### config.mk
export PLATFORM = sky130hd
export DESIGN_NAME = run_detector
export DESIGN_NICKNAME = d
export VERILOG_FILES = /design/src/rtl/run_detector_pkg.sv /design/src/rtl/run_detector_dff.sv /design/src/rtl/run_detector.sv
export SDC_FILE = /design/constraint.sdc
export NUM_CORES = 1
export LEC_CHECK = 0
export ABC_CLOCK_PERIOD_IN_PS = 2600
export CAP_MARGIN = 20
export CORE_AREA = 3 3 52 54
export CTS_CLUSTER_SIZE = 40
export DETAILED_ROUTE_END_ITERATION = 10
export DIE_AREA = 0 0 55 57
export PLACE_DENSITY = 0.79
export SYNTH_ARGS = -nofsm -noshare
export SYNTH_HDL_FRONTEND = slang
export SYNTH_HIERARCHICAL = 1
export SYNTH_SLANG_ARGS = --single-unit
### constraint.sdc
create_clock -name clk -period 2.6 [get_ports clk]
set_input_delay 0.65 -clock clk [delete_from_list [all_inputs] [get_ports clk]]
set_output_delay 0.65 -clock clk [all_outputs]
set_load 0.01 [all_outputs]
### src/rtl/run_detector_pkg.sv
// Shared index helpers and parameter legality rules for the one-hot run detector.
package run_det_pkg;

    localparam int IDLE_IDX = 0;

    function automatic int zidx(input int k);
        return k;
    endfunction

    function automatic int oidx(input int run_len, input int k);
        return run_len + k;
    endfunction

    // Counter must be able to represent a full run before it saturates.
    function automatic bit params_legal(input int run_len, input int cnt_w);
        return (run_len >= 1) && (cnt_w >= 1) && (cnt_w <= 30) &&
               (((1 << cnt_w) - 1) >= run_len);
    endfunction

endpackage

### src/rtl/run_detector_dff.sv
// Single state flop with enable and a parametrised synchronous reset value.
module dff #(
    parameter logic Default = 1'b0
) (
    input  logic clk,
    input  logic reset,
    input  logic en,
    input  logic d,
    output logic q
);

    always_ff @(posedge clk) begin
        if (reset)
            q <= Default;
        else if (en)
            q <= d;
    end

endmodule

### src/rtl/run_detector.sv
// One-hot run-length detector: flags runs of RUN_LEN equal bits on w, counts run length and hits.
module run_detector
    import run_det_pkg::*;
#(
    parameter int RUN_LEN = 2,
    parameter int CNT_W   = 8
) (
    input  logic                 clk,
    input  logic                 reset,
    input  logic                 en,
    input  logic                 w,
    input  logic [1:0]           mode,
    input  logic                 clr,
    output logic [2*RUN_LEN:0]   state,
    output logic                 z,
    output logic                 hit,
    output logic [CNT_W-1:0]     run_cnt,
    output logic [CNT_W-1:0]     hit_cnt
);

    localparam int S  = 2 * RUN_LEN + 1;
    localparam int Z1 = zidx(1);
    localparam int ZN = zidx(RUN_LEN);
    localparam int O1 = oidx(RUN_LEN, 1);
    localparam int ON = oidx(RUN_LEN, RUN_LEN);
    localparam logic [CNT_W-1:0] CNT_MAX = '1;

    if (!params_legal(RUN_LEN, CNT_W)) begin : g_bad_params
        $error("run_detector: illegal RUN_LEN/CNT_W combination");
    end

    logic [S-1:0] nxt;
    logic         any_zero;
    logic         any_one;
    logic         pol_change;
    logic         hit_d;

    assign any_zero = |state[ZN:Z1];
    assign any_one  = |state[ON:O1];

    // IDLE is only ever left; the terminal states feed back into themselves.
    assign nxt[IDLE_IDX] = 1'b0;

    for (genvar k = 1; k <= RUN_LEN; k++) begin : g_next
        logic z_pre;
        logic o_pre;
        assign z_pre = ((k == 1) ? (state[IDLE_IDX] | any_one) : state[zidx(k-1)]) |
                       ((k == RUN_LEN) ? state[ZN] : 1'b0);
        assign o_pre = ((k == 1) ? (state[IDLE_IDX] | any_zero) : state[oidx(RUN_LEN, k-1)]) |
                       ((k == RUN_LEN) ? state[ON] : 1'b0);
        assign nxt[zidx(k)]         = ~w & z_pre;
        assign nxt[oidx(RUN_LEN, k)] = w & o_pre;
    end

    for (genvar b = 0; b < S; b++) begin : g_state
        dff #(
            .Default((b == IDLE_IDX) ? 1'b1 : 1'b0)
        ) u_dff (
            .clk   (clk),
            .reset (reset),
            .en    (en),
            .d     (nxt[b]),
            .q     (state[b])
        );
    end

    assign z = (state[ZN] & mode[0]) | (state[ON] & mode[1]);

    assign pol_change = (w & any_zero) | (~w & any_one);
    assign hit_d = en & (((nxt[ZN] & ~state[ZN]) & mode[0]) |
                         ((nxt[ON] & ~state[ON]) & mode[1]));

    // hit_cnt tracks hit in the same cycle, so clr on a hit edge leaves it at zero.
    always_ff @(posedge clk) begin
        if (reset) begin
            hit     <= 1'b0;
            run_cnt <= '0;
            hit_cnt <= '0;
        end else begin
            hit <= hit_d;
            if (en) begin
                if (state[IDLE_IDX] || pol_change)
                    run_cnt <= CNT_W'(1);
                else if (run_cnt != CNT_MAX)
                    run_cnt <= run_cnt + CNT_W'(1);
            end
            if (clr)
                hit_cnt <= '0;
            else if (hit_d)
                hit_cnt <= hit_cnt + CNT_W'(1);
        end
    end

endmodule

==> out/qor.yml <==
timing:
  fin_ws_ps: 137.8
  setup_viol: 0
  hold_viol_final: 0
  slew_viol_final: 0
  finalSetupTns_ps: 0
  hold-worst-slack_ps: 539.5
  fin_skew_ps: 4.479
  fmax_ghz: 0.4061
  fin_crit_ps: 2462
  finalCritPeriodShare: 0.9470
  grt_setup_unrepaired: "no"
place:
  place_hpwl_mm: 2.074
  port_buffers: 29
  gp_congestion: 0.8834
  place_ws_ps: 85.61
  placed_area_mm2: 0.001486
power_and_ir_drop:
  power.switching_uw: 150.3
  seqPwrFrac: 0.599
  cellInternalPower_uw: 436.7
  p_per_area_mw_per_mm2: 389.0
  p_leak_nw: 0.5362
  combPwrFrac: 0.135
  power_frac_clock: 0.266
  switching_share: 0.2560
  ir_worst_vdd_mv: 0.2658
synth:
  synth_edf_count: 0
  synthAdderAreaFrac: 0.02205
  synth_top_family_by_area: "simple AND/OR/NAND/NOR gates"
  ys_ff_latch: 22
  syn_inst: 127
  yosys_warnings: 6
  async_reset_ff_frac: 0
  synth_xor_area_frac: 0.03859
  yosys.area_share.simple: 0.2745
  synth_compound_area_frac: 0.2029
  avgSynthCellArea_um2: 8.936
  synthFlopType: "dfxtp_1"
  seq_area_frac_synth: 0.3881
  synth_mux_area_frac: 0.04410
  syn-num-nets: 136
  syn-cell-area_mm2: 0.001135
  synth_cell_type_count: 43
cells_and_area:
  seqCellArea_um2: 440.4
  fin_util: 0.6693
  multi_input_area_um2: 664.4
  nets: 174
  drive_above_1_share: 0.1043
  num_antenna_cells: 0
  area_growth_pct: 32.97
  final_design_area_no_fill_mm2: 0.001509
  nFillCells: 203
clock_tree:
  htree_levels: 1
  clk_pin_slew_worst_paths_ps: 120
  cts_hold_buffers: 0
  cts_tree: "done"
  clk-insertion-delay-late_ps: 310
  postCtsSetupRepairBufs: 0
  cts_num_sinks: 22
  cts_made_buffers: 3
  clk_path_buf_depth: 2
  cts_resized: 0
  root_buffer: "clkbuf_4"
route:
  vias: 1135
  first_pass_iters: 4
  avgViaCountPerCell: 5.942
  wirelength_mm: 2.860
  wire_per_inst_um: 14.97
  drtAntennaViolNets: 0
  drc: 0
  drt_iter0_drc: 32
worst_setup_path:
  critPathMaxFanout: 2
  regToRegSetupSlack_ps: 960
  critical_path_class: "input pin to output pin"
  reg2reg_to: "run_cnt[2]"
  crit_required_ps: 1950
  cp.arrival_ps: 1810
  end_kind: "output pin"
  rr_worst_depth: 4
  rr_startpoint: "g_state[2].u_dff/q"
  startpoint_type: "input pin"
floorplan:
  core_area_mm2: 0.002255
  num_rows: 17
  dieArea_mm2: 0.003135
  die_h_um: 57
  die_x_um: 55
  io-pin-count: 30
  start_util: 0.5033
min_path:
  hold_class: "register to register"
  hold_depth: 2
  min_to: "run_cnt[1]"
  min-delay-start: "run_cnt[1]"
run_status:
  status: "finished, final reports clean"
global_route:
  grt-ovfl-total: 0
  grt_max_degree: 12
  grt_first_pass_wirelength_mm: 4.926
  antenna_found_initial: 0
  globalRouteTotalUtil: 0.2045
  grt_pass1_vias: 1110
run:
  max_cap_violations: 0
[power groups by stage]
stage	clock, mW	sequential, mW	combinational, mW
2_1_floorplan	0	0.360	0.0358
3_3_place_gp	0	0.359	0.0759
3_5_place_dp	0	0.359	0.0781
4_1_cts	0.159	0.352	0.0787
5_1_grt	0.173	0.353	0.0851
6_report	0.156	0.352	0.0791
[routing by layer]
| metal | up-vias | GRT usage | share of wire |
|---|---|---|---|
| li1 | 545 | - | - |
| met2 | 54 | 0.3260 | 0.47 |
| met4 | 0 | 0.06597 | 0.013 |
| met1 | 531 | 0.2763 | 0.46 |
| met5 | - | 0 | 0 |
| met3 | 5 | 0.03394 | 0.058 |
[per-stage QoR]
stage	instances	power (mW)
6_report	191	0.5870
5_1_grt	191	0.6114
4_1_cts	191	0.5892
3_5_place_dp	188	0.4372
3_3_place_gp	188	0.4349
2_1_floorplan	127	0.3959
[synth_stat cells (all sizes together) (2+ instances only)]
cell type,count,area [um2]
buf,2,18.77
nand2,9,36.29
ha,2,25.02
a31oi,2,12.51
nand3,4,20.02
o21ai,3,15.01
nand4b,2,32.53
o21a,2,15.01
o31a,2,18.77
inv,2,7.510
nor3,2,10.01
dfxtp,22,440.4
nor2,19,71.32
and3,2,12.51
or4,2,15.01
a211oi,3,22.52
mux2i,5,50.05
a21oi,10,53.80
or2,2,12.51
xnor2,4,35.03
a21o,2,15.01
nand4,8,50.05
[kinds of logic after synthesis]
family	count (synthesis)
muxes	5
DFF	22
other	1
adders and majority gates	2
and+or+nand+nor	54
AOI/OAI and AO/OA	33
xor gates and xnor gates	5
buffers and inverters	5
[area by class of cell]
cell class,count,area share
Multi-Input combinational cell,100,0.4403
Sequential cell,22,0.2919
Timing Repair Buffer,35,0.2222
Tap cell,28,0.02322
Clock buffer,3,0.01493
Inverter,3,0.007463
[worst max-delay path, stage by stage]
cell             delay (ps)
clkdlybuf4s50_1         490
a22o_1                  150
clkdlybuf4s50_1         530
[flip-flops by register name (all words and copies together) (netlist names)]
name / flops
hit: 1
g_state.u_dff/q: 5
hit_cnt: 8
run_cnt: 8
[worst max-delay path by stage]
stage	from	to	slack (ps)	depth (start not counted)
finish	mode[0]	z	140	3
global route	mode[0]	z	90	3
CTS	mode[0]	z	130	3
detailed placement	w	run_cnt[6]	90	5
global placement	w	run_cnt[6]	160	5
floorplan	en	hit_cnt[5]	780	5
[cell usage in the layout, fill, tap and decap left out, types with 2 or more instances in the layout]
| cell type | synthesis | layout |
|---|---|---|
| clkdlybuf4s50_1 | 0 | 29 |
| ha_1 | 2 | 2 |
| o21a_1 | 2 | 2 |
| nand3_1 | 4 | 4 |
| a21oi_1 | 9 | 9 |
| a211oi_1 | 3 | 3 |
| nand4_1 | 8 | 8 |
| nor3_1 | 2 | 2 |
| mux2i_1 | 5 | 5 |
| inv_1 | 2 | 2 |
| buf_4 | 1 | 6 |
| nor2_1 | 19 | 19 |
| nand2_1 | 8 | 8 |
| a21o_1 | 2 | 2 |
| and3_1 | 2 | 2 |
| or2_2 | 2 | 2 |
| a31oi_1 | 2 | 2 |
| clkbuf_4 | 0 | 3 |
| o21ai_0 | 3 | 3 |
| xnor2_1 | 4 | 4 |
| or4_1 | 2 | 2 |
| dfxtp_1 | 22 | 22 |
(Power assumes the default switching activity.)
